### config.mk
export PLATFORM = sky130hd
export DESIGN_NAME = fwd_hazard_unit_flat
export DESIGN_NICKNAME = d
export VERILOG_FILES = /design/src/rtl/fwd_hazard_unit_pkg.sv /design/src/rtl/fwd_hazard_unit_if.sv /design/src/rtl/fwd_hazard_unit_match.sv /design/src/rtl/fwd_hazard_unit.sv /design/src/flat_wrapper.sv
export SDC_FILE = /design/constraint.sdc
export NUM_CORES = 1
export LEC_CHECK = 0
export CAP_MARGIN = 20
export CORE_ASPECT_RATIO = 1.1
export CORE_MARGIN = 2
export CORE_UTILIZATION = 54
export CTS_CLUSTER_SIZE = 14
export DETAILED_ROUTE_END_ITERATION = 10
export PLACE_DENSITY = 0.82
export SLEW_MARGIN = 20
export SYNTH_ARGS = -nofsm -noshare
export SYNTH_HDL_FRONTEND = slang
export SYNTH_HIERARCHICAL = 1
export SYNTH_SLANG_ARGS = --single-unit
### constraint.sdc
create_clock -name clk -period 3.9 [get_ports clk]
set_input_delay 0.585 -clock clk [delete_from_list [all_inputs] [get_ports clk]]
set_output_delay 0.585 -clock clk [all_outputs]
set_load 0.02 [all_outputs]
### src/rtl/fwd_hazard_unit_pkg.sv
// Shared processor constants: forwarding-select encodings used by the hazard unit and the ALU stage.
package fwd_hazard_unit_pkg;

   localparam int unsigned FWD_SEL_W    = 2;
   localparam int unsigned REGW_DEFAULT = 5;

   typedef logic [FWD_SEL_W-1:0] fwd_sel_t;

   // 2'd3 is reserved; consumers treat it as FWD_NONE.
   localparam fwd_sel_t FWD_NONE        = 2'd0;
   localparam fwd_sel_t FWD_FROM_EX_MEM = 2'd1;
   localparam fwd_sel_t FWD_FROM_MEM_WB = 2'd2;

   // EX/MEM holds the younger result, so it wins when both stages match.
   function automatic fwd_sel_t fwdSelect(input logic hitExMem, input logic hitMemWb);
      fwd_sel_t sel;
      sel = FWD_NONE;
      if (hitExMem) begin
         sel = FWD_FROM_EX_MEM;
      end else if (hitMemWb) begin
         sel = FWD_FROM_MEM_WB;
      end
      return sel;
   endfunction

endpackage

### src/rtl/fwd_hazard_unit_if.sv
// Decode-to-hazard-unit bundle: decode tags and flush in, stall and forwarding selects out.
interface fwd_hazard_unit_if #(
   parameter int unsigned REGW = 5
);
   import fwd_hazard_unit_pkg::*;

   logic            id_valid;
   logic [REGW-1:0] id_rs1;
   logic [REGW-1:0] id_rs2;
   logic            id_rs1_used;
   logic            id_rs2_used;
   logic [REGW-1:0] id_rd;
   logic            id_reg_write;
   logic            id_mem_read;
   logic            flush;
   logic            stall;
   fwd_sel_t        busA_sel;
   fwd_sel_t        busB_sel;

   modport master (
      output id_valid, id_rs1, id_rs2, id_rs1_used, id_rs2_used,
             id_rd, id_reg_write, id_mem_read, flush,
      input  stall, busA_sel, busB_sel
   );

   modport slave (
      input  id_valid, id_rs1, id_rs2, id_rs1_used, id_rs2_used,
             id_rd, id_reg_write, id_mem_read, flush,
      output stall, busA_sel, busB_sel
   );

endinterface

### src/rtl/fwd_hazard_unit_match.sv
// Tag comparator: a live, GPR-writing stage whose non-zero rd equals a source that is actually read.
module fwd_match #(
   parameter int unsigned REGW = 5
) (
   input  logic            valid,
   input  logic            regWrite,
   input  logic [REGW-1:0] rd,
   input  logic [REGW-1:0] rs,
   input  logic            used,
   output logic            hit
);

   assign hit = valid & regWrite & used & (rd != '0) & (rd == rs);

endmodule

### src/rtl/fwd_hazard_unit.sv
// Load-use stall detection and EX operand forwarding selects over a three-stage tag pipeline.
module fwd_hazard_unit
   import fwd_hazard_unit_pkg::*;
#(
   parameter int unsigned REGW = REGW_DEFAULT
) (
   input  logic                  clk,
   input  logic                  rst_n,
   fwd_hazard_unit_if.slave      hz
);

   logic            idexValid;
   logic [REGW-1:0] idexRd;
   logic            idexRegWrite;
   logic            idexMemRead;
   logic [REGW-1:0] idexRs1;
   logic [REGW-1:0] idexRs2;
   logic            idexRs1Used;
   logic            idexRs2Used;

   logic            exmemValid;
   logic [REGW-1:0] exmemRd;
   logic            exmemRegWrite;
   logic            exmemMemRead;

   logic            memwbValid;
   logic [REGW-1:0] memwbRd;
   logic            memwbRegWrite;
   logic            memwbMemRead;

   logic            stallC;
   logic            rs1MatchC;
   logic            rs2MatchC;
   logic            useA;
   logic            useB;
   logic            hitAExMem;
   logic            hitAMemWb;
   logic            hitBExMem;
   logic            hitBMemWb;
   fwd_sel_t        selA;
   fwd_sel_t        selB;

   // Load in ID/EX whose destination is read by the instruction in decode.
   always_comb begin
      rs1MatchC = hz.id_rs1_used & (hz.id_rs1 == idexRd);
      rs2MatchC = hz.id_rs2_used & (hz.id_rs2 == idexRd);
      stallC    = hz.id_valid & idexValid & idexMemRead & (idexRd != '0)
                & (rs1MatchC | rs2MatchC);
   end

   // Tag pipeline; a stalled or flushed slot enters ID/EX as an all-zero bubble.
   always_ff @(posedge clk) begin
      if (!rst_n) begin
         idexValid     <= 1'b0;
         idexRd        <= '0;
         idexRegWrite  <= 1'b0;
         idexMemRead   <= 1'b0;
         idexRs1       <= '0;
         idexRs2       <= '0;
         idexRs1Used   <= 1'b0;
         idexRs2Used   <= 1'b0;
         exmemValid    <= 1'b0;
         exmemRd       <= '0;
         exmemRegWrite <= 1'b0;
         exmemMemRead  <= 1'b0;
         memwbValid    <= 1'b0;
         memwbRd       <= '0;
         memwbRegWrite <= 1'b0;
         memwbMemRead  <= 1'b0;
      end else begin
         memwbValid    <= exmemValid;
         memwbRd       <= exmemRd;
         memwbRegWrite <= exmemRegWrite;
         memwbMemRead  <= exmemMemRead;
         exmemValid    <= idexValid;
         exmemRd       <= idexRd;
         exmemRegWrite <= idexRegWrite;
         exmemMemRead  <= idexMemRead;
         if (hz.flush || stallC) begin
            idexValid    <= 1'b0;
            idexRd       <= '0;
            idexRegWrite <= 1'b0;
            idexMemRead  <= 1'b0;
            idexRs1      <= '0;
            idexRs2      <= '0;
            idexRs1Used  <= 1'b0;
            idexRs2Used  <= 1'b0;
         end else begin
            idexValid    <= hz.id_valid;
            idexRd       <= hz.id_rd;
            idexRegWrite <= hz.id_reg_write;
            idexMemRead  <= hz.id_mem_read;
            idexRs1      <= hz.id_rs1;
            idexRs2      <= hz.id_rs2;
            idexRs1Used  <= hz.id_rs1_used;
            idexRs2Used  <= hz.id_rs2_used;
         end
      end
   end

   assign useA = idexValid & idexRs1Used;
   assign useB = idexValid & idexRs2Used;

   fwd_match #(.REGW(REGW)) uMatchAExMem (
      .valid(exmemValid), .regWrite(exmemRegWrite), .rd(exmemRd),
      .rs(idexRs1), .used(useA), .hit(hitAExMem)
   );

   fwd_match #(.REGW(REGW)) uMatchAMemWb (
      .valid(memwbValid), .regWrite(memwbRegWrite), .rd(memwbRd),
      .rs(idexRs1), .used(useA), .hit(hitAMemWb)
   );

   fwd_match #(.REGW(REGW)) uMatchBExMem (
      .valid(exmemValid), .regWrite(exmemRegWrite), .rd(exmemRd),
      .rs(idexRs2), .used(useB), .hit(hitBExMem)
   );

   fwd_match #(.REGW(REGW)) uMatchBMemWb (
      .valid(memwbValid), .regWrite(memwbRegWrite), .rd(memwbRd),
      .rs(idexRs2), .used(useB), .hit(hitBMemWb)
   );

   assign selA = fwdSelect(hitAExMem, hitAMemWb);
   assign selB = fwdSelect(hitBExMem, hitBMemWb);

   assign hz.stall    = stallC;
   assign hz.busA_sel = selA;
   assign hz.busB_sel = selB;

   // The one-cycle load-use stall means a load never forwards out of EX/MEM.
   always_ff @(posedge clk) begin
      if (rst_n) begin
         assert (!(exmemMemRead && (hitAExMem || hitBExMem)));
         assert (!memwbMemRead || (memwbValid && memwbRegWrite));
      end
   end

endmodule

### src/flat_wrapper.sv
// flat-port wrapper written by rule: the top's interface ports become plain ports
module fwd_hazard_unit_flat import fwd_hazard_unit_pkg::*;
#(
   parameter int unsigned REGW = REGW_DEFAULT
)
  (clk, rst_n, hz_id_valid, hz_id_rs1, hz_id_rs2, hz_id_rs1_used, hz_id_rs2_used, hz_id_rd, hz_id_reg_write, hz_id_mem_read, hz_flush, hz_stall, hz_busA_sel, hz_busB_sel);
  fwd_hazard_unit_if #(.REGW(REGW)) hz_i ();
  input  logic clk;
  input  logic rst_n;
  input wire logic [$bits(hz_i.id_valid)-1:0] hz_id_valid;
  input wire logic [$bits(hz_i.id_rs1)-1:0] hz_id_rs1;
  input wire logic [$bits(hz_i.id_rs2)-1:0] hz_id_rs2;
  input wire logic [$bits(hz_i.id_rs1_used)-1:0] hz_id_rs1_used;
  input wire logic [$bits(hz_i.id_rs2_used)-1:0] hz_id_rs2_used;
  input wire logic [$bits(hz_i.id_rd)-1:0] hz_id_rd;
  input wire logic [$bits(hz_i.id_reg_write)-1:0] hz_id_reg_write;
  input wire logic [$bits(hz_i.id_mem_read)-1:0] hz_id_mem_read;
  input wire logic [$bits(hz_i.flush)-1:0] hz_flush;
  output wire logic [$bits(hz_i.stall)-1:0] hz_stall;
  output wire logic [$bits(hz_i.busA_sel)-1:0] hz_busA_sel;
  output wire logic [$bits(hz_i.busB_sel)-1:0] hz_busB_sel;
  assign hz_i.id_valid = hz_id_valid;
  assign hz_i.id_rs1 = hz_id_rs1;
  assign hz_i.id_rs2 = hz_id_rs2;
  assign hz_i.id_rs1_used = hz_id_rs1_used;
  assign hz_i.id_rs2_used = hz_id_rs2_used;
  assign hz_i.id_rd = hz_id_rd;
  assign hz_i.id_reg_write = hz_id_reg_write;
  assign hz_i.id_mem_read = hz_id_mem_read;
  assign hz_i.flush = hz_flush;
  assign hz_stall = hz_i.stall;
  assign hz_busA_sel = hz_i.busA_sel;
  assign hz_busB_sel = hz_i.busB_sel;
  fwd_hazard_unit #(.REGW(REGW)) u_core (.clk(clk), .rst_n(rst_n), .hz(hz_i));
endmodule
==> results of run 1 <==
==> cells in the mapped netlist (all sizes together), types with 3 or more instances <==
library cell  number  share of area
or4                4          0.020
nor3               5          0.017
xnor2             30           0.18
a21oi             21          0.073
dfxtp             34           0.46
nand4             10          0.042
buf                5          0.029
nor2               5          0.013
nand2             22          0.056
clkbuf             3         0.0076
nor2b              3          0.013
and2              17          0.073
==> cell usage in the layout (no fill, tap or decap), drive strengths merged <==
master,Yosys,layout
nand4,10,10
buf,5,3
clkinv,0,1
dfxtp,34,34
o22ai,1,1
xnor2,30,30
nand2,22,22
nand3,1,1
clkdlybuf4s50,0,27
nor2b,3,3
or4,4,4
nor3,5,5
clkbuf,3,7
nor2,5,5
a21oi,21,21
and2,17,17
==> layer usage <==
metal,GRT usage,up-vias
li1,-,596
met1,0.208,519
met2,0.378,42
met3,0.0533,9
met4,0.121,0
met5,0,-
==> how the worst max path moves through the flow <==
stage                            from        endpoint  slack, ns  cells past startpoint
floorplan           u_core/exmemRd[1]  hz_busA_sel[1]       2.01                      4
global placement         hz_id_rs2[2]        hz_stall       1.06                      6
detailed placement       hz_id_rs2[2]        hz_stall       1.02                      6
CTS                      hz_id_rs2[2]        hz_stall       1.01                      6
global route             hz_id_rs2[0]        hz_stall       0.94                      6
finish                   hz_id_rs2[2]        hz_stall       1.00                      6
==> registers in the layout, indices dropped and copies added (netlist names) <==
name,cells
u_core/exmemRd,5
u_core/exmemRegWrite,1
u_core/exmemValid,1
u_core/idexMemRead,1
u_core/idexRd,5
u_core/idexRegWrite,1
u_core/idexRs1,5
u_core/idexRs1Used,1
u_core/idexRs2,5
u_core/idexRs2Used,1
u_core/idexValid,1
u_core/memwbRd,5
u_core/memwbRegWrite,1
u_core/memwbValid,1
==> per-stage QoR <==
stage                     setup WS (ns)  instance area [sq um]  total power, mW  hold WS [ns]   util
final                              1.00                   1810            0.641         0.448  0.711
after global routing              0.940                   1810            0.670         0.459  0.711
after CTS                          1.01                   1810            0.646         0.451  0.711
after detailed placement           1.02                   1750            0.451         0.419  0.687
after global placement             1.06                   1750            0.448         0.416  0.687
after floorplan                    2.01                   1480            0.417         0.412      -
==> power groups by stage <==
stage	registers [mW]	clock network, mW	logic (mW)
after floorplan	0.375	0	0.0422
after global placement	0.377	0	0.0707
after detailed placement	0.378	0	0.0730
after CTS	0.369	0.204	0.0732
after global routing	0.371	0.218	0.0810
final	0.369	0.199	0.0733
==> final cells by class <==
class	count	area, sq um	share of cell area
Timing Repair Buffer	30	293	0.162
Sequential cell	34	681	0.376
Clock inverter	1	5.00	0.00277
Tap cell	31	38.8	0.0215
Multi-Input combinational cell	119	736	0.407
Clock buffer	7	55.1	0.0304
==> logic make-up (layout without fill, tap and decap cells) <==
logic type	Yosys count	count (layout)
AND/OR/NAND/NOR	67	67
flip-flops	34	34
XOR/XNOR	30	30
AO/OA/AOI/OAI	22	22
buffers and inverters	9	38
==> impl_metrics.ini, run 1 <==
[run_status]
outcome = complete, no violations

[critical_path]
crit_chain = clkdlybuf4s50_1 > xnor2_1 > nand4_1 > o22ai_2 > and2_2 > clkdlybuf4s50_1
cp-end-kind = output port
cp.arrival_ns = 2.31
required_ns = 3.31
critPathKind = primary input to output port
regToRegSetupSlack_ns = 2.51
path_buf_inv = 2
path_max_fanout = 2
slowest_delay_ns = 0.59
path_common_cell = clkdlybuf4s50_1
start_kind = primary input
cp_slowest_cell = clkdlybuf4s50_1
reg2reg_depth = 5
rr_startpoint = u_core/idexRd[0]
worst_r2r_endpoint = u_core/idexRs1[1]
crit_family = buffers and inverters

[job]
drv_cap = 0

[grt]
grt_pass1_wl_um = 4770
grt_start_max_net_pins = 21
overflow = 0
grt_use_total = 0.209
grt_antenna_before_repair = 0
grt_pass1_vias = 1195

[yosys]
synth_xor_area_frac = 0.177
synth_mux_area_frac = 0
synth-compound-area-share = 0.0819
async_flop_share = 0
synth_cells = 162
syn-cell-area_sq_um = 1480
synth_nets = 185
yosysSeqAreaShare = 0.459
yosysUniqueCellTypes = 19
synth_top_family_by_area = simple AND/OR/NAND/NOR gates
synth-simple-area-share = 0.237
synthFlopType = dfxtp_1
synth_area_per_cell_sq_um = 9.15
yosysWarnings = 6
ys_seq_elements = 34
synth_edf_count = 0
synth_fa_ha_area_frac = 0

[clock_network]
htree_levels = 2
cts_tree = done
clock_path_buffers = 2
cts_setup_buffers = 0
cts_resized = 0
clk_latency_ns = 0.33
cts_sinks = 34
numCtsBuffers = 5
cts-root-buf = clkbuf_4
clk_pin_slew_ns = 0.10
hold_buffers = 0

[floorplan]
chipHeight_um = 59.0
dieArea_sq_um = 3180
io_pins = 28
start_util = 0.583
fp.coreArea_sq_um = 2540
fp.dieW_um = 54.0
std_cell_rows = 19

[hold_path]
hold_class = flop to flop
hold_end = u_core/exmemRegWrite
min-delay-start = u_core/idexRegWrite
hold_path_depth = 1

[final_layout]
nets = 213
areaGrowthSynthToFinish_pct = 21.9
drive_gt1_frac = 0.0733
fin_cells = 222
num_antenna_cells = 0
nFillCells = 194

[sta]
finalCritPeriodShare = 0.743
worstMarginPinSlew_ns = 0.413
grt_setup_unrepaired = false
final_hold_viol_count = 0
min_period_ns = 2.90
drv_slew = 0
fin_tns_setup_ns = 0
skew_ns = 0.00675
setup_viol = 0
slew_headroom = 0.724
fmax_mhz = 345

[power_and_ir_drop]
switching_power_mw = 0.151
switching_share = 0.235
p_int_mw = 0.491
power_frac_comb = 0.114
ir_drop_uv = 347
powerDensity_nw_per_um2 = 355
clkPwrFrac = 0.310
leakagePower_nw = 0.655
seq_power_share = 0.576

[drt]
maxUsedRoutingLayer = met4
wirelength_met1_um = 1100
drc_errors = 0
met3RoutedLength_um = 156
vias = 1166
drtPass1Iterations = 4
dr_wl_met2_um = 1480
drt-vias-per-instance = 5.25
drtIter0Drc = 25
finalWirelength_um = 2810
drt-wirelength-per-cell_um = 12.6
antenna_left = 0

[placement]
place.gp.congestion = 0.846
numPortBuffers = 27
dp_hpwl_um = 2110
placedCellCount = 214
Note: power is estimated with default switching activity, not from simulation.
==> run 2, diff against run 1 <==
CORE_UTILIZATION = 50   (was 54)
PLACE_DENSITY = 0.77   (was 0.82)
clock period = 2.76 ns   (was 3.9 ns; I/O delays follow)
==> impl_metrics.ini, run 2 (same netlist as run 1, synthesis figures left out) <==
[final_layout]
areaGrowthSynthToFinish_pct = 22.1
final_area_sq_um = 1810
nets = 213
final_core_util = 0.646
fin_cells = 224
final_common_cell = dfxtp_1
num_antenna_cells = 0
drive_gt1_frac = 0.0733
final_cell_mix = 34 x dfxtp_1, 30 x xnor2_1, 27 x clkdlybuf4s50_1

[grt]
overflow = 0
grt_antenna_before_repair = 0
grt_pass1_wl_um = 4690
grt_pass1_vias = 1152
grt_start_max_net_pins = 21
grt_use_total = 0.181

[critical_path]
critPathKind = primary input to output port
required_ns = 2.35
path_common_cell = clkdlybuf4s50_1
critPathLaunch = hz_id_rs2[2]
rr_startpoint = u_core/idexRd[2]
path_max_fanout = 2
cp_slowest_cell = clkdlybuf4s50_1
slowest_delay_ns = 0.59
crit_chain = clkdlybuf4s50_1 > xnor2_1 > nand4_1 > o22ai_2 > and2_2 > clkdlybuf4s50_1
cp.arrival_ns = 2.14
start_kind = primary input
cp-end-kind = output port

[floorplan]
dieArea_sq_um = 3420
fp.coreArea_sq_um = 2800
chipHeight_um = 61.1
fp.dieW_um = 55.9
io_pins = 28
std_cell_rows = 20
start_util = 0.529

[power_and_ir_drop]
totalPowerFinal_mw = 0.906
ir_drop_uv = 362
powerDensity_nw_per_um2 = 500
leakagePower_nw = 0.655

[sta]
fin_tns_setup_ns = 0
grt_setup_unrepaired = false
setup_viol = 0
worstMarginPinSlew_ns = 0.420
skew_ns = 0.00798
fmax_mhz = 392
slew_headroom = 0.719
finalCritPeriodShare = 0.924
min_period_ns = 2.55
hold_slack_ns = 0.453
drv_slew = 0
final_hold_viol_count = 0
worst_slack_ns = 0.210

[clock_network]
clock_path_buffers = 2
cts_tree = done
cts_sinks = 34
clk_pin_slew_ns = 0.10
htree_levels = 2
numCtsBuffers = 5
cts_resized = 0
hold_buffers = 0
cts-root-buf = clkbuf_4
clk_latency_ns = 0.33
cts_setup_buffers = 0

[placement]
dp_hpwl_um = 2140
placedCellCount = 216
placed_cell_area_sq_um = 1750
numPortBuffers = 27
pre_cts_slack_ns = 0.219
place.gp.congestion = 0.751

[drt]
drt-vias-per-instance = 5.17
drt-wirelength-per-cell_um = 12.6
vias = 1157
drc_errors = 0
drtIter0Drc = 26
antenna_left = 0
drtPass1Iterations = 4
finalWirelength_um = 2830

[run_status]
outcome = complete, no violations

[hold_path]
min-delay-start = u_core/idexRegWrite
hold_class = flop to flop

[job]
drv_cap = 0
==> run 2: cell counts in the layout (fill, tap and decap cells not counted) <==
No cell type changed its count.
==> run 2: worst paths after layout <==
path                                        endpoint  slack, ns  depth (start not counted)
worst max-delay path                        hz_stall       0.21                          6
worst min-delay path            u_core/exmemRegWrite       0.45                          1
worst max register to register     u_core/idexRs1[3]       1.38                          5
worst min register to register  u_core/exmemRegWrite       0.45                          1
==> run 2: cell type report <==
class | instances | area [sq um]
fill | 254 | 992
tap | 33 | 41.3
multi-input combinational | 119 | 736
clock buffer | 7 | 55.1
sequential | 34 | 681
timing repair buffer | 30 | 293
clock inverter | 1 | 5.00
==> run 2: per-layer routing <==
layer,up-vias,wire length [um],track usage
met4,0,80,0.0952
met3,9,140,0.0588
li1,590,-,-
met1,522,1160,0.177
met2,36,1450,0.349
met5,-,0,0
==> run 2: critical path: cells and delay by family <==
kind	cells	cell delay (ns)
buffers and inverters	2	1.09
XOR/XNOR	1	0.15
AND/OR/NAND/NOR	2	0.29
AO/OA/AOI/OAI	1	0.19
==> run 2: power breakdown <==
| part | leakage, nW | switching [mW] | internal [mW] | total (mW) |
|---|---|---|---|---|
| logic | 0.342 | 0.0399 | 0.0636 | 0.103 |
| clock network | 0.0353 | 0.157 | 0.123 | 0.281 |
| registers | 0.278 | 0.0154 | 0.507 | 0.522 |
| total | 0.655 | 0.213 | 0.693 | 0.906 |
==> run 3, diff against run 2 <==
CELL_PAD_IN_SITES_DETAIL_PLACEMENT = 0   (was unset)
CELL_PAD_IN_SITES_GLOBAL_PLACEMENT = 1   (was unset)
CORE_UTILIZATION = 38   (was 50)
PLACE_DENSITY = unset   (was 0.77)
PLACE_DENSITY_LB_ADDON = 0.1   (was unset)
==> impl_metrics.ini, run 3 (same netlist as run 1, synthesis figures left out) <==
[clock_network]
cts_tree = done
hold_buffers = 0
cts-root-buf = clkbuf_8
cts_setup_buffers = 0
htree_levels = 2
clock_path_buffers = 2
cts_resized = 0
clk_pin_slew_ns = 0.06
numCtsBuffers = 5
cts_sinks = 34
clk_latency_ns = 0.28

[hold_path]
hold_end = u_core/exmemRegWrite
hold_class = flop to flop
hold_path_depth = 1
min-delay-start = u_core/idexRegWrite

[final_layout]
regArea_sq_um = 681
nFillCells = 399
drive_gt1_frac = 0.0733
nets = 213
final_cell_mix = 34 x dfxtp_1, 30 x xnor2_1, 27 x clkdlybuf4s50_1
multi_input_area_sq_um = 736
areaGrowthSynthToFinish_pct = 25.7
final_common_cell = dfxtp_1
num_antenna_cells = 0

[power_and_ir_drop]
ir_drop_uv = 393
powerDensity_nw_per_um2 = 534
leakagePower_nw = 0.668

[critical_path]
path_buf_inv = 2
slowest_delay_ns = 0.59
critPathKind = primary input to output port
cp_slowest_cell = clkdlybuf4s50_1
required_ns = 2.35
path_common_cell = clkdlybuf4s50_1
crit_chain = clkdlybuf4s50_1 > xnor2_1 > nand4_1 > o22ai_2 > and2_2 > clkdlybuf4s50_1
cp-end-kind = output port
path_max_fanout = 2
rr_startpoint = u_core/idexRd[4]
reg2reg_depth = 5
cp.arrival_ns = 2.13
regToRegSetupSlack_ns = 1.39
worst_r2r_endpoint = u_core/idexRs1[0]
crit_family = buffers and inverters
start_kind = primary input

[placement]
place.gp.congestion = 0.766
numPortBuffers = 27
pre_cts_slack_ns = 0.213
dp_hpwl_um = 2220

[drt]
drc_errors = 0
drt-wirelength-per-cell_um = 12.1
vias = 1130
drtIter0Drc = 34
drtPass1Iterations = 4
finalWirelength_um = 2910
antenna_left = 0
drt-vias-per-instance = 4.69

[grt]
grt_pass1_vias = 1152
grt_start_max_net_pins = 21
overflow = 0
grt_antenna_before_repair = 0
grt_use_total = 0.146
grt_pass1_wl_um = 4950

[job]
drv_cap = 0

[sta]
worst_slack_ns = 0.214
finalCritPeriodShare = 0.923
slew_headroom = 0.712
drv_slew = 0
fin_tns_setup_ns = 0
hold_slack_ns = 0.437
grt_setup_unrepaired = false
final_hold_viol_count = 0
skew_ns = 0.00457
setup_viol = 0
min_period_ns = 2.55
worstMarginPinSlew_ns = 0.431
fmax_mhz = 393

[floorplan]
io_pins = 28
std_cell_rows = 23
dieArea_sq_um = 4420
start_util = 0.403
fp.coreArea_sq_um = 3680
fp.dieW_um = 63.6
chipHeight_um = 69.5

[run_status]
outcome = complete, no violations
-- run 3: routing by layer --
layer  wire, um  vias up  global-route usage
met4         95        0              0.0821
li1           -      592                   -
met1       1230      497               0.148
met3        137        9              0.0503
met5          0        -                   0
met2       1440       32               0.256
-- run 3: how the worst max path moves through the flow --
| stage | endpoint | from | cells past startpoint | slack (ns) |
|---|---|---|---|---|
| after global placement | hz_stall | hz_id_rs2[0] | 6 | 0.24 |
| after CTS | hz_stall | hz_id_rs2[4] | 6 | 0.20 |
| after floorplan | hz_busA_sel[1] | u_core/exmemRd[1] | 4 | 1.04 |
| after global routing | hz_stall | hz_id_rs2[2] | 6 | 0.13 |
| after detailed placement | hz_stall | hz_id_rs2[4] | 6 | 0.21 |
| final | hz_stall | hz_id_rs2[4] | 6 | 0.21 |
-- run 3: area by class of cell --
class / instances / share of cell area
Multi-Input combinational cell: 119 / 0.395
Tap cell: 50 / 0.0336
Clock inverter: 1 / 0.00269
Sequential cell: 34 / 0.365
Timing Repair Buffer: 30 / 0.157
Clock buffer: 7 / 0.0463
-- run 3: worst register-to-register path, delay by kind of cell, from the launching register on --
family	cells	cell delay, ns
flops	1	0.42
xor+xnor	1	0.15
buf+inv	1	0.26
compound gates	2	0.30
simple gates	1	0.13
-- run 3: power by group --
part,total [mW],switching (mW),internal [mW]
logic,0.103,0.0396,0.0636
registers,0.522,0.0153,0.507
clock network,0.369,0.168,0.201
-- run 3: per-stage QoR --
stage	util	power, mW	area [sq um]	instances
after global placement	0.481	0.635	1770	233
final	0.506	0.994	1860	241
after detailed placement	0.481	0.637	1770	233
after CTS	0.506	1.01	1860	241
after global routing	0.506	1.05	1860	241
after floorplan	-	0.589	1480	162
